$ cat src/rtl/fpg8_trace_pkg.sv
// Shared types and constants for the bus trace UART transmitter.
// TRACE_TAG_EN adds the 0xA5 resynchronisation tag byte to every word.
package fpg8_trace_pkg;

  typedef enum logic [1:0] {IDLE, START, DATA, STOP} tx_state_t;
  typedef enum logic [1:0] {TAG, HI, LO} byte_sel_t;

  localparam logic [7:0] TRACE_TAG_BYTE = 8'hA5;
  localparam int BITS_PER_BYTE = 8;

  function automatic logic [7:0] pick_byte(input logic [15:0] word, input byte_sel_t sel);
    case (sel)
`ifdef TRACE_TAG_EN
      TAG:     pick_byte = TRACE_TAG_BYTE;
`endif
      HI:      pick_byte = word[15:8];
      default: pick_byte = word[7:0];
    endcase
  endfunction

endpackage

$ cat src/rtl/trace_fifo.sv
// Synchronous FIFO with occupancy count; push while full is honoured only alongside a pop.
// DEPTH must be a power of two so the pointers wrap naturally.
module trace_fifo #(
  parameter int WIDTH = 16,
  parameter int DEPTH = 4
) (
  input  logic                     clk,
  input  logic                     reset,
  input  logic                     push,
  input  logic [WIDTH-1:0]         wdata,
  input  logic                     pop,
  output logic [WIDTH-1:0]         rdata,
  output logic                     full,
  output logic                     empty,
  output logic [$clog2(DEPTH):0]   level
);

  localparam int AW = $clog2(DEPTH);

  logic [WIDTH-1:0] mem [DEPTH];
  logic [AW-1:0]    wr_ptr;
  logic [AW-1:0]    rd_ptr;
  logic             do_push;
  logic             do_pop;

  assign do_pop  = pop & ~empty;
  assign do_push = push & (~full | do_pop);

  assign rdata = mem[rd_ptr];
  assign full  = (level == (AW+1)'(DEPTH));
  assign empty = (level == '0);

  always_ff @(posedge clk) begin
    if (do_push) mem[wr_ptr] <= wdata;
  end

  always_ff @(posedge clk or negedge reset) begin
    if (!reset) begin
      wr_ptr <= '0;
      rd_ptr <= '0;
      level  <= '0;
    end else begin
      if (do_push) wr_ptr <= wr_ptr + 1'b1;
      if (do_pop)  rd_ptr <= rd_ptr + 1'b1;
      case ({do_push, do_pop})
        2'b10:   level <= level + 1'b1;
        2'b01:   level <= level - 1'b1;
        default: level <= level;
      endcase
    end
  end

endmodule

$ cat src/rtl/bus_trace_uart_tx.sv
// Captures 16-bit bus words into a FIFO and sends them as 8N1 UART bytes, HI then LO.
// Define TRACE_TAG_EN to prefix each word with the 0xA5 tag byte.
module bus_trace_uart_tx
  import fpg8_trace_pkg::*;
#(
  parameter int CLKS_PER_BIT = 104,
  parameter int FIFO_DEPTH   = 4
) (
  input  logic                          clk,
  input  logic                          reset,
  input  logic [15:0]                   bus_in,
  input  logic                          capture,
  output logic                          tx,
  output logic                          busy,
  output logic [$clog2(FIFO_DEPTH):0]   fifo_level,
  output logic                          fifo_full,
  output logic                          overflow
);

  localparam int BAUD_W = $clog2(CLKS_PER_BIT);
  localparam logic [BAUD_W-1:0] BAUD_LAST = BAUD_W'(CLKS_PER_BIT - 1);
`ifdef TRACE_TAG_EN
  localparam byte_sel_t FIRST_SEL = TAG;
`else
  localparam byte_sel_t FIRST_SEL = HI;
`endif

  tx_state_t         state_q, state_d;
  byte_sel_t         sel_q, sel_d;
  logic [BAUD_W-1:0] baud_q, baud_d;
  logic [2:0]        bit_q, bit_d;
  logic [15:0]       word_q, word_d;
  logic [7:0]        shift_q, shift_d;
  logic              tx_q, tx_d;
  logic              pop;
  logic              push;
  logic              fifo_empty;
  logic [15:0]       fifo_rdata;

  // A capture is accepted when there is room, or when the head leaves at the same edge.
  assign push = capture & (~fifo_full | pop);

  trace_fifo #(
    .WIDTH (16),
    .DEPTH (FIFO_DEPTH)
  ) u_fifo (
    .clk   (clk),
    .reset (reset),
    .push  (push),
    .wdata (bus_in),
    .pop   (pop),
    .rdata (fifo_rdata),
    .full  (fifo_full),
    .empty (fifo_empty),
    .level (fifo_level)
  );

  always_ff @(posedge clk or negedge reset) begin
    if (!reset) begin
      state_q <= IDLE;
      sel_q   <= HI;
      baud_q  <= '0;
      bit_q   <= '0;
      word_q  <= '0;
      shift_q <= '0;
      tx_q    <= 1'b1;
    end else begin
      state_q <= state_d;
      sel_q   <= sel_d;
      baud_q  <= baud_d;
      bit_q   <= bit_d;
      word_q  <= word_d;
      shift_q <= shift_d;
      tx_q    <= tx_d;
    end
  end

  // tx is registered from the next state so the line never glitches on state decode.
  always_comb begin
    state_d = state_q;
    sel_d   = sel_q;
    baud_d  = baud_q;
    bit_d   = bit_q;
    word_d  = word_q;
    shift_d = shift_q;
    pop     = 1'b0;
    tx_d    = 1'b1;

    case (state_q)
      IDLE: begin
        if (!fifo_empty) begin
          pop     = 1'b1;
          word_d  = fifo_rdata;
          sel_d   = FIRST_SEL;
          shift_d = pick_byte(fifo_rdata, FIRST_SEL);
          baud_d  = BAUD_LAST;
          state_d = START;
        end
      end
      START: begin
        if (baud_q == '0) begin
          baud_d  = BAUD_LAST;
          bit_d   = '0;
          state_d = DATA;
        end else begin
          baud_d = baud_q - 1'b1;
        end
      end
      DATA: begin
        if (baud_q == '0) begin
          baud_d = BAUD_LAST;
          if (bit_q == 3'(BITS_PER_BYTE - 1)) begin
            state_d = STOP;
          end else begin
            bit_d   = bit_q + 1'b1;
            shift_d = shift_q >> 1;
          end
        end else begin
          baud_d = baud_q - 1'b1;
        end
      end
      STOP: begin
        if (baud_q == '0) begin
          baud_d = BAUD_LAST;
          if (sel_q != LO) begin
`ifdef TRACE_TAG_EN
            sel_d = (sel_q == TAG) ? HI : LO;
`else
            sel_d = LO;
`endif
            shift_d = pick_byte(word_q, sel_d);
            state_d = START;
          end else if (!fifo_empty) begin
            pop     = 1'b1;
            word_d  = fifo_rdata;
            sel_d   = FIRST_SEL;
            shift_d = pick_byte(fifo_rdata, FIRST_SEL);
            state_d = START;
          end else begin
            state_d = IDLE;
          end
        end else begin
          baud_d = baud_q - 1'b1;
        end
      end
      default: state_d = IDLE;
    endcase

    case (state_d)
      START:   tx_d = 1'b0;
      DATA:    tx_d = shift_d[0];
      default: tx_d = 1'b1;
    endcase
  end

  // Sticky drop flag; only reset clears it.
  always_ff @(posedge clk or negedge reset) begin
    if (!reset) overflow <= 1'b0;
    else if (capture && !push) overflow <= 1'b1;
  end

  assign tx   = tx_q;
  assign busy = (state_q != IDLE);

endmodule

$ cat config.mk
export PLATFORM = sky130hd
export DESIGN_NAME = bus_trace_uart_tx
export DESIGN_NICKNAME = d
export VERILOG_FILES = /design/src/rtl/fpg8_trace_pkg.sv /design/src/rtl/trace_fifo.sv /design/src/rtl/bus_trace_uart_tx.sv
export SDC_FILE = /design/constraint.sdc
export NUM_CORES = 1
export LEC_CHECK = 0
export CAP_MARGIN = 25
export CORE_ASPECT_RATIO = 1.2
export CORE_MARGIN = 5
export CORE_UTILIZATION = 30
export CTS_CLUSTER_DIAMETER = 200
export DETAILED_ROUTE_END_ITERATION = 12
export PLACE_DENSITY = 0.53
export SETUP_SLACK_MARGIN = 0.5
export SLEW_MARGIN = 20
export SYNTH_ARGS = -nofsm -noshare
export SYNTH_HDL_FRONTEND = slang
export SYNTH_SLANG_ARGS = --single-unit
$ cat constraint.sdc
create_clock -name clk -period 3.5 [get_ports clk]
set_input_delay 0.525 -clock clk [delete_from_list [all_inputs] [get_ports clk]]
set_output_delay 0.525 -clock clk [all_outputs]
set_load 0.005 [all_outputs]
==> impl.org, run 1 <==
** Worst setup path
- R2R Path Start :: baud_q[0]
- Crit start category :: flip-flop
- Worst Path Class, Setup :: reg2reg
- For the worst setup path, the data required time is 3.77 ns.
- STA classifies the critical path endpoint as a flip-flop.
- Critical register-to-register path endpoint :: u_fifo.level[2]
- Crit. Startpoint :: baud_q[0]
- Register-to-Register Path Depth :: 13
- Data arrival time of the critical path :: 2.91 ns
- Maximum fanout count along the critical path :: 7
- Worst setup path endpoint :: u_fifo.level[2]
- For flop-to-flop paths, the worst setup slack is 0.86 ns.

** Clocking
- CTS H-tree lvls :: 3
- After clock tree synthesis, the flow added hold-fix buffers numbering 0.
- Clock root cell :: sky130_fd_sc_hd__clkbuf_16
- Sink Count :: 103
- After clock tree synthesis, the clock-pin slew on the worst setup and hold paths is 0.07 ns.
- TritonCTS created 9 clock buffers.
- Maximum clock path buffer count :: 2
- CTS tree :: done
- Clk_lat worst skew :: 0.34 ns

** Route
- In the routed layout, each cell is associated on average with a via count of 4.822.
- The detailed router finished its first iteration with 97 violations.
- The first detailed-routing pass ran for 4 iterations.
- Via count :: 2681
- Remaining antenna violation count :: 0
- DRC :: 0
- The final layout contains routed wiring with a total length of 8942 um.
- Dividing the detail-routed wire length by the instance count gives 16.08 um.

** Logic synthesis
- Synthesis inferred 103 register bits.
- sky130_fd_sc_hd__edfxtp_1 takes more of the synthesized area than any other cell.
- Top-count cell post-synth :: sky130_fd_sc_hd__edfxtp_1
- Most common library cells after synthesis :: 64 x sky130_fd_sc_hd__edfxtp_1, 37 x sky130_fd_sc_hd__dfrtp_1, 29 x sky130_fd_sc_hd__nand2_1
- Among all flip-flop cells after synthesis, the most frequent one is sky130_fd_sc_hd__edfxtp_1.
- Yosys mapped the design onto 60 distinct sky130hd cell types.
- The Yosys step of the flow raised 0 warnings.
- Post-synthesis instance area :: 0.004651 mm^2
- Synthesis produced 313 cells.
- Proportion of synthesized chip area in sequential cells :: 62.36%
- Counting every net in the synthesized netlist gives 347.
- The synthesized design contains 64 enable-type register cells.
- Mean Syn Cell Area :: 14.86 um^2
- Of the post-synthesis cell area, the dominant cell type holds 41.32%.
- For this run, asynchronously set or reset flops after synthesis account for 37.86%.
- Cell types with the largest area share after synthesis :: sky130_fd_sc_hd__edfxtp_1 41%, sky130_fd_sc_hd__dfrtp_1 20%, sky130_fd_sc_hd__mux4_2 7.7%

** Global route
- Number of antenna violations at the first check in global routing :: 0
- The first global-routing pass estimated 14940 um of wire.
- The number of global-route vias before repair is 2756.
- For this run the aggregate overflow at the end of global routing stands at 0.
- Entering global routing, the biggest net connects 40 pins.
- Global routing used 10.61% of the available tracks across all layers.

** Floorplan
- Die span in y :: 146.4 um
- The core region is 0.01508 mm^2.
- The die covers 0.01810 mm^2.
- Horizontal extent of the die :: 123.7 um
- For this configuration, the core starts out at a cell density of 30.84%.
- Num rows :: 49
- During I/O placement, the number of pins put on the boundary was 26.

** STA
- Final Hold Viols :: 0
- At the pin with the least slew margin, the transition time is 0.7734 ns.
- Slew Limit Fails :: 0
- Final setup skew :: 0.01128 ns
- Final critical-path share of the clock period :: 75.44%
- Normalized max-slew margin :: 48.44%
- Setup repair after global routing left no endpoint under its margin.
- The clock period could shrink to 2.640 ns.
- After routing, the total negative slack on setup checks comes to 0 ns.
- Max Clock Freq :: 0.3787 GHz
- Setup violations remaining at the end of the flow were counted as 0.

** Final layout
- Excluding fillers, the count of instances in the completed layout stands at 556.
- The area growth from synthesis to layout is 17.68%.
- Across the whole layout, storage elements account for 0.002900 mm^2.
- Fraction of final layout cells sized beyond drive strength 1 :: 18.75%
- Number of fill cells :: 1477
- Final core area utilization :: 36.29%
- The repair_antennas step left the layout with diodes totalling 0.
- Summing all multi-input logic gate instances after layout gives 0.001639 mm^2.
- # nets final :: 381

** Placement
- Last weighted congestion value of the routability-driven placer :: 0.8273
- After detailed placement, the design holds a cell count of 538.
- Number of buffers inserted by port buffering :: 25
- Detailed placement finished with a half-perimeter wire length of 6038 um.

** Power and ir drop
- Overall power consumption after layout is estimated at 4.233 mW.
- Dividing total power by cell area gives a power density of 773.5 mW/mm^2.
- Leakage Power :: 2.066 nW
- Maximum ir drop on the vdd rail :: 0.3192 mV

** Job
- The tool flagged a number of max-cap violations equal to 0.

** Run status
- Outcome :: finished clean

** Min path
- Tightest Hold Check Type :: in2async
[sequential cells by signal, indices dropped and copies added (netlist names)]
| register | count |
|---|---|
| u_fifo.mem | 64 |
| shift_q | 8 |
| word_q | 8 |
| baud_q | 7 |
| bit_q | 3 |
| u_fifo.level | 3 |
| sel_q | 2 |
| state_q | 2 |
| u_fifo.rd_ptr | 2 |
| u_fifo.wr_ptr | 2 |
| overflow | 1 |
| tx | 1 |
[where the power goes]
| group | switching [mW] | internal [mW] | total (mW) |
|---|---|---|---|
| Sequential | 0.244 | 1.63 | 1.88 |
| Combinational | 0.687 | 0.733 | 1.42 |
| Clock | 0.448 | 0.488 | 0.935 |
[cell usage in the layout (no fill, tap or decap), types with 7 or more instances in the layout]
master	netlist	routed
sky130_fd_sc_hd__dfrtp_1	37	37
sky130_fd_sc_hd__and3_1	7	7
sky130_fd_sc_hd__buf_4	0	9
sky130_fd_sc_hd__edfxtp_1	64	64
sky130_fd_sc_hd__nand2_1	29	29
sky130_fd_sc_hd__mux2_4	8	8
sky130_fd_sc_hd__clkdlybuf4s50_1	0	24
sky130_fd_sc_hd__inv_1	17	17
sky130_fd_sc_hd__mux4_2	16	16
sky130_fd_sc_hd__ha_1	14	14
sky130_fd_sc_hd__a22o_1	9	9
sky130_fd_sc_hd__o21ai_0	11	11
sky130_fd_sc_hd__a21oi_1	14	14
sky130_fd_sc_hd__clkbuf_16	0	9
[repair_timing]
| action | 4_1_cts | 5_1_grt |
|---|---|---|
| setup buffers | 0 | 1 |
| endpoints found under the setup margin | 2 | 2 |
| pin swaps | 0 | 1 |
| gates resized for setup | 1 | 2 |
[layer usage]
metal / track usage [%] / wire, um / vias up
li1: - / - / 1266
met1: 13.76 / 3921 / 1372
met2: 17.43 / 4682 / 34
met3: 2.050 / 184 / 9
met4: 3.989 / 154 / 0
met5: 0 / 0 / -
[logic make-up (layout without fill, tap and decap cells)]
kind of cell    Yosys count  after routing  share of synthesized area, %
flops                   103            103                         62.36
fa+ha+maj                15             15                         4.197
simple gates             67             67                         8.313
xor+xnor                  6              6                         1.130
compound gates           69             69                         10.90
buf+inv                  29             68                         2.771
mux                      24             24                         10.33
[area by class of cell]
| class | instances | share of cell area, % |
|---|---|---|
| well taps | 204 | 4.664 |
| multi-input cells | 181 | 29.95 |
| repair buffers | 35 | 6.219 |
| clock buffers | 10 | 4.184 |
| flip-flops and latches | 103 | 52.99 |
| clock inverters | 6 | 0.8230 |
| inverters | 17 | 1.166 |
[worst max-delay path, cell delays in order, from the launching register on]
cell,delay [ns]
sky130_fd_sc_hd__dfrtp_1,0.42
sky130_fd_sc_hd__inv_1,0.08
sky130_fd_sc_hd__ha_1,0.21
sky130_fd_sc_hd__nor2b_2,0.19
sky130_fd_sc_hd__a41oi_4,0.26
sky130_fd_sc_hd__o21ai_2,0.13
sky130_fd_sc_hd__and2_1,0.21
sky130_fd_sc_hd__inv_1,0.06
sky130_fd_sc_hd__ha_1,0.16
sky130_fd_sc_hd__inv_1,0.06
sky130_fd_sc_hd__fa_1,0.37
sky130_fd_sc_hd__xor2_1,0.15
sky130_fd_sc_hd__nor2_1,0.12
sky130_fd_sc_hd__xor2_1,0.15
[stage by stage]
step	setup slack (ns)	hold slack, ns	area [um^2]
3_3_place_gp	0.5185	0.4669	5146
2_1_floorplan	0.8472	0.2294	4651
5_1_grt	0.6599	0.1793	5473
6_report	0.8595	0.1471	5473
4_1_cts	0.5525	0.3492	5431
3_5_place_dp	0.4254	0.4654	5146
[worst min path at each step]
stage             start  slack (ns)         to
2_1_floorplan     reset        0.23  baud_q[0]
3_3_place_gp   sel_q[1]        0.47   sel_q[1]
3_5_place_dp   overflow        0.47   overflow
4_1_cts           reset        0.35  baud_q[5]
5_1_grt           reset        0.18   bit_q[1]
6_report          reset        0.15  baud_q[4]
Note: power is estimated with default switching activity, not from simulation.
==> run 2, diff against run 1 <==
clock period = 2.5 ns   (was 3.5 ns; I/O delays follow)
==> run 2 against run 1 <==
  * Largest power group unchanged
  * Global-route usage up 0.96 points
  * Hold slack improved by 0.29 ns
  * Flip-flop and latch count unchanged
==> impl.org, run 2 (synthesized netlist as in run 1, its figures left out) <==
** Worst setup path
- The required arrival time at the worst endpoint came to 2.78 ns (-0.99 ns).
- The worst-path maximum fanout came to 8 (+1).
- Data arrival time of the critical path :: 2.48 ns (-0.43 ns)
- Max incr delay on CP :: 0.42 ns (about the same)
- On the critical path, the stage with the largest delay is an instance of sky130_fd_sc_hd__dfrtp_1.
- Ordered cell list for the critical path :: ha_2, a41oi_4, o21ai_2, and2_4, inv_2, ha_4, inv_2, fa_2, xor2_1, nor2_1, xor2_1
- The worst setup path is captured at a flip-flop.
- STA classifies the critical path startpoint as a flip-flop.
- The critical path is of the reg2reg type.
- The count of buffer and inverter cells on the critical path is 2 (-1).
- The cell family contributing the most delay on the critical path is adder cells.

** Floorplan
- The vertical die dimension was 146.4 um (unchanged).
- Horizontal extent of the die :: 123.7 um (unchanged)
- The starting utilization of the core area was 30.84% (unchanged).
- The total I/O pin count was 26 (unchanged).
- The floorplan core area came to 0.01508 mm^2 (unchanged).
- The floorplan row count was 49 (unchanged).
- Die area :: 0.01810 mm^2 (unchanged)

** Final layout
- The design area is 0.005928 mm^2 (+8.3%).
- Registers with the most flip-flops :: u_fifo.mem (64), shift_q (8), word_q (8)
- Most common library cell in the layout ignoring fill and taps :: sky130_fd_sc_hd__edfxtp_1
- Area delta synth->final :: 27.47%
- # nets final :: 414 (+8.7%)
- The share of final-layout standard cells stronger than drive strength 1 was 30.91% (+12 points).
- Number of diodes :: 0 (unchanged)
- Top register by number of flip-flops :: u_fifo.mem
- The number of flip-flops in the largest register is 64 (unchanged).
- The top cell types in the final layout, fill and taps aside, are 64 x sky130_fd_sc_hd__edfxtp_1, 35 x sky130_fd_sc_hd__dfrtp_1, 32 x sky130_fd_sc_hd__buf_4.

** STA
- RSZ-0062 raised after global routing :: yes
- The part of the cycle the worst path needs came to 87.92% (+12 points).
- Slew Limit Fails :: 0 (unchanged)
- The clock skew after layout is 0.008940 ns (-0.002341 ns).
- Sum of negative setup slack :: 0 ns (unchanged)
- The relative slew slack is 64.58% (+16 points).
- Max Clock Freq :: 0.4550 GHz (+20%)
- The final-report hold violation count is 0 (unchanged).
- Final Critical Period :: 2.198 ns (-0.4425 ns)
- The count of final setup violators is 0 (unchanged).
- Actual transition at the worst max-transition pin :: 0.5313 ns (-0.2421 ns)

** Clocking
- The clock slew seen by the registers of the worst setup and hold paths is 0.08 ns (about the same).
- The maximum buffer depth of the clock tree is 2 (unchanged).
- The TritonCTS sink count is 103 (unchanged).
- CTS H-tree lvls :: 3 (unchanged)
- The clock buffer count from CTS was 9 (unchanged).
- TritonCTS built the clock tree.
- Clock root cell :: sky130_fd_sc_hd__clkbuf_16
- The clock latency at the later pin of the worst-skew pair came to 0.35 ns (about the same).

** Global route
- Vias in the first global route :: 2940 (+6.7%)
- Global route overflow :: 0 (unchanged)
- Overall fraction of global-route tracks in use :: 11.57% (+0.96 points)
- Number of antenna violations at the first check in global routing :: 0 (unchanged)
- The first-pass GRT wire length is 15970 um (+6.9%).
- The maximum number of pins on one net before global-route repair is 40 (unchanged).

** Power and ir drop
- The peak ir drop on the vdd network came to 0.4633 mV (+45%).
- Power per cell area :: 1093 mW/mm^2 (+41%)
- The leakage component of the power is 2.273 nW (+10%).

** Placement
- The placer's final routability congestion estimate was 0.8036 (-2.9%).
- The number of buffers added on ports was 25 (unchanged).
- Instance area after placement :: 0.005324 mm^2 (+3.5%)
- HPWL reported at the end of detailed placement :: 6257 um (+3.6%)

** Min path
- Tightest Hold Check Type :: in2async

** Route
- Via count :: 2834 (+5.7%)
- The via-per-instance ratio was 4.812 (-0.22%).
- The remaining number of nets flagged by the antenna check after routing came to 0 (unchanged).
- Number of DRC markers in iteration 0 :: 177 (+82%)
- The average wire length per cell after detail routing is 16.80 um (+4.4%).
- Overall routed net length :: 9893 um (+11%)
- The count of unresolved DRC violations after routing came to 0 (unchanged).
- The number of detailed-routing iterations run before antenna repair was 4 (unchanged).

** Run status
- Outcome :: finished clean

** Job
- The number of maximum-capacitance constraint violations was 0 (unchanged).
## run 2: cell count changes in the layout (fill, tap and decap cells not counted), sizes merged
cell           before  now
a211o               1    2
inv                19   22
clkbuf             10    9
clkdlybuf4s50      24   23
buf                11   42
clkinv              3    1
dlymetal6s2s        0    1
dlygate4sd3         0    1
## run 2: area by class of cell
class                   count  area (um^2)
clock buffers               9        225.2
fillers                  1443         9154
well taps                 204        255.2
clock inverters             7        67.56
inverters                  17        63.81
flip-flops and latches    103         2903
multi-input cells         182         1763
repair buffers             67        650.6
## run 2: path summary, 6_finish.rpt
kind / start / end / slack, ns / cells after the start
worst min-delay path: reset / baud_q[2] / 0.43 / 2
worst min register to register: overflow / overflow / 0.48 / 1
max in group asynchronous: reset / sel_q[0] / 1.54 / 3
min in group clk: overflow / overflow / 0.48 / 1
worst max-delay path: state_q[0] / u_fifo.level[2] / 0.30 / 11
worst max register to register: state_q[0] / u_fifo.level[2] / 0.30 / 11
## run 2: worst reg2reg max path, delay by kind of cell, from the launching register on
kind	cells	cell delay, ns
AO/OA/AOI/OAI	2	0.35
XOR/XNOR	2	0.28
adder cells (fa/ha/maj)	3	0.73
buffers and inverters	2	0.09
flip-flops	1	0.42
AND/OR/NAND/NOR	2	0.25
## run 2: per-stage QoR
step	setup slack, ns	power [mW]	hold slack [ns]	util, %	std cells
6_report	0.3020	6.481	0.4343	39.31	589
5_1_grt	0.1875	6.883	0.4535	39.31	589
4_1_cts	0.2739	6.538	0.1782	38.78	583
3_5_place_dp	0.1247	4.848	0.4681	35.30	550
3_3_place_gp	0.1831	4.817	0.4598	35.30	550
2_1_floorplan	0.08890	4.088	0.07941	-	313
## run 2: metal layers
| metal | track usage [%] | vias up | part of all wire (%) |
|---|---|---|---|
| met3 | 2.785 | 12 | 2.9 |
| li1 | - | 1336 | - |
| met2 | 18.89 | 37 | 52 |
| met4 | 4.709 | 0 | 1.5 |
| met5 | 0 | - | 0 |
| met1 | 14.59 | 1449 | 43 |
## run 2: timing repair
| item | CTS | global route |
|---|---|---|
| endpoints found under the hold margin | 0 | 9 |
| resized for setup | 20 | 5 |
| setup buffers | 15 | 4 |
| endpoints found under the setup margin | 92 | 90 |
| pin swaps | 9 | 3 |
| hold buffers | 0 | 1 |
| cloned | 2 | 0 |
## run 2: report_power, final
group	internal (mW)	switching [mW]	leakage (nW)	total, mW
combinational	1.34	1.17	1.07	2.52
sequential	2.29	0.289	1.06	2.58
clock	0.706	0.680	0.142	1.39
total	4.34	2.14	2.27	6.48
==> run 3, diff against run 2 <==
HOLD_SLACK_MARGIN = 0.15   (was unset)
clock period = 2.4 ns   (was 2.5 ns; I/O delays follow)
==> run 3 against run 2 <==
  * Hold slack improved by 0.046 ns
  * Core utilization increased by 1.9 points
  * Clock power increased by 6%
  * Wire length increased by 4.8%
  * Critical path type unchanged
  * Largest cell class unchanged
==> impl.org, run 3 (synthesized netlist as in run 1, its figures left out) <==
** Min path
- The tightest min-delay check is of the reg2reg type.

** STA
- Endpoints failing setup :: 0 (unchanged)
- Max Clock Freq :: 0.4406 GHz (-3.2%)
- The transition time at the pin with the least slew margin was 0.8120 ns (+0.2807 ns).
- Final Critical Period :: 2.270 ns (+0.07184 ns)
- The final-layout worst hold slack came to 0.4800 ns (+0.04569 ns).
- The final-report hold violation count is 0 (unchanged).
- Slew Limit Fails :: 0 (unchanged)
- The relative slew slack came to 45.87% (-19 points).
- Sum of negative setup slack :: 0 ns (unchanged)
- Setup repair after global routing could not meet its margin everywhere.
- The part of the cycle the worst path needs is 94.58% (+6.7 points).
- The clock skew after layout was 0.008663 ns (-0.0002774 ns).

** Placement
- The placement-stage cell area was 0.005331 mm^2 (+0.14%).
- The placer's final routability congestion estimate is 0.8095 (+0.73%).
- The number of buffers added on ports is 25 (unchanged).
- HPWL reported at the end of detailed placement :: 6291 um (+0.55%)

** Clocking
- Cts bufs inserted :: 9 (unchanged)
- The TritonCTS sink count came to 103 (unchanged).
- Clock root cell :: sky130_fd_sc_hd__clkbuf_16
- Clk_lat worst skew :: 0.35 ns (about the same)
- TritonCTS built the clock tree.
- Clk slew on worst S/H paths :: 0.08 ns (about the same)
- Maximum clock path buffer count :: 2 (unchanged)
- The depth of the CTS H-tree came to 3 (unchanged).

** Final layout
- The multi-input logic area came to 0.001861 mm^2 (+5.5%).
- The library cell used most frequently in the layout, excluding fill and tap cells, is sky130_fd_sc_hd__edfxtp_1.
- Top library cells by usage in the layout, fill and taps aside :: 64 x sky130_fd_sc_hd__edfxtp_1, 38 x sky130_fd_sc_hd__buf_4, 36 x sky130_fd_sc_hd__dfrtp_1
- Number of fill cells :: 1442 (-0.069%)
- # nets final :: 428 (+3.4%)
- The largest registers in the layout are u_fifo.mem (64), shift_q (8), word_q (8).
- The design area is 0.006210 mm^2 (+4.7%).
- The share of final-layout standard cells stronger than drive strength 1 came to 37.09% (+6.2 points).
- Compared with the post-synthesis result, the final layout area differs by 33.52%.
- Number of diodes :: 0 (unchanged)
- Top register by number of flip-flops :: u_fifo.mem
- Number of flip-flops under the largest register name :: 64 (unchanged)
- The combined flip-flop and latch cell area was 0.002902 mm^2 (about the same).

** Route
- The via-per-instance ratio is 4.954 (+3.0%).
- The remaining number of nets flagged by the antenna check after routing came to 0 (unchanged).
- The number of detailed-routing iterations run before antenna repair is 4 (unchanged).
- Routed wire per std cell :: 17.19 um (+2.3%)
- Overall routed net length :: 10370 um (+4.8%)
- The via count of the routed design came to 2987 (+5.4%).
- DRC :: 0 (unchanged)
- Number of DRC markers in iteration 0 :: 133 (-25%)

** Worst setup path
- Buf+Inv Stages, Crit Path :: 1 (-1)
- Worst Path Class, Setup :: reg2reg
- Max incr delay on CP :: 0.44 ns (+0.02 ns)
- STA classifies the critical path startpoint as a flip-flop.
- Among all stages on the critical path, the largest delay is contributed by sky130_fd_sc_hd__dfrtp_2.
- The required arrival time at the worst endpoint is 2.68 ns (-0.10 ns).
- Among cell families on the critical path, the largest total delay comes from simple AND/OR/NAND/NOR gates.
- STA classifies the critical path endpoint as a flip-flop.
- Most Frequent Cell on Critical Path :: sky130_fd_sc_hd__xor2_1
- Maximum fanout count along the critical path :: 3 (-5)
- Traced cell by cell, the critical path runs through nor4_4, a41oi_4, nor3_4, ha_4, inv_2, fa_2, xor2_1, nor2_1, xor2_1.
- The arrival time at the worst endpoint came to 2.55 ns (+0.07 ns).

** Global route
- The global-route usage over all layers came to 11.63% (+0.066 points).
- Number of antenna violations at the first check in global routing :: 0 (unchanged)
- The number of global-route vias before repair was 3004 (+2.2%).
- First-pass GRT wire length :: 16360 um (+2.5%)
- The remaining global-route overflow was 0 (unchanged).
- The maximum number of pins on one net before global-route repair is 35 (-13%).

** Floorplan
- The starting utilization of the core area came to 30.84% (unchanged).
- Core Box Area :: 0.01508 mm^2 (unchanged)
- The die footprint came to 0.01810 mm^2 (unchanged).
- Horizontal extent of the die :: 123.7 um (unchanged)
- Number of ports placed on the die boundary :: 26 (unchanged)
- The floorplan row count came to 49 (unchanged).
- Die span in y :: 146.4 um (unchanged)

** Power and ir drop
- The peak ir drop on the vdd network came to 0.3743 mV (-19%).
- The leakage component of the power is 2.398 nW (+5.5%).
- Power per cell area :: 1152 mW/mm^2 (+5.4%)

** Run status
- Outcome :: finished clean

** Job
- Number of max-cap violations :: 0 (unchanged)
run 3: cell count changes in the layout (fill, tap and decap cells not counted), sizes merged:
cell           delta
dlymetal6s2s      -1
clkinvlp          -1
clkdlybuf4s50     -1
clkbuf            +1
clkinv            +1
buf              +13
dlygate4sd2       +2
run 3: per-stage QoR:
step                      std cells  setup WS [ns]  util (%)  power (mW)
after floorplan                 313       -0.01110         -       4.258
after global placement          551        0.06072     35.35       4.991
after detailed placement        551       0.009289     35.35       5.064
after CTS                       591         0.1006     39.65       6.969
after global routing            603        0.02978     41.17       7.570
final                           603         0.1302     41.17       7.155
run 3: final cells by class:
cell class | instances | area share (%)
multi-input combinational | 182 | 29.96
inverter | 17 | 1.068
clock buffer | 9 | 3.627
tap | 204 | 4.110
timing repair buffer | 81 | 13.20
sequential | 103 | 46.73
clock inverter | 7 | 1.310
run 3: metal layers:
layer	up-vias	track usage (%)	wire length [um]
met5	-	0	0
met4	0	3.989	169
met3	11	1.625	280
met2	55	20.43	5621
met1	1558	14.45	4295
li1	1363	-	-
run 3: timing repair:
action                     4_1_cts  5_1_grt
pin swaps                       11       20
setup endpoints to repair       94       93
hold endpoints to repair        31        0
buffers inserted                20       11
hold buffers                     1        0
gates resized for setup         28       30
cloned                           3        1
run 3: path summary, 6_finish.rpt:
kind / start / to / slack [ns] / depth (start not counted)
hold reg to reg: overflow / overflow / 0.48 / 1
setup / recovery: baud_q[2] / u_fifo.level[2] / 0.13 / 9
hold / removal: overflow / overflow / 0.48 / 1
max in group asynchronous: reset / u_fifo.wr_ptr[0] / 1.14 / 3
min in group asynchronous: reset / baud_q[0] / 0.66 / 2
setup reg to reg: baud_q[2] / u_fifo.level[2] / 0.13 / 9
run 3: power breakdown:
| group | total, mW | switching (mW) | internal (mW) |
|---|---|---|---|
| logic | 2.99 | 1.37 | 1.62 |
| clock network | 1.48 | 0.736 | 0.749 |
| registers | 2.68 | 0.292 | 2.38 |
| total | 7.16 | 2.40 | 4.75 |
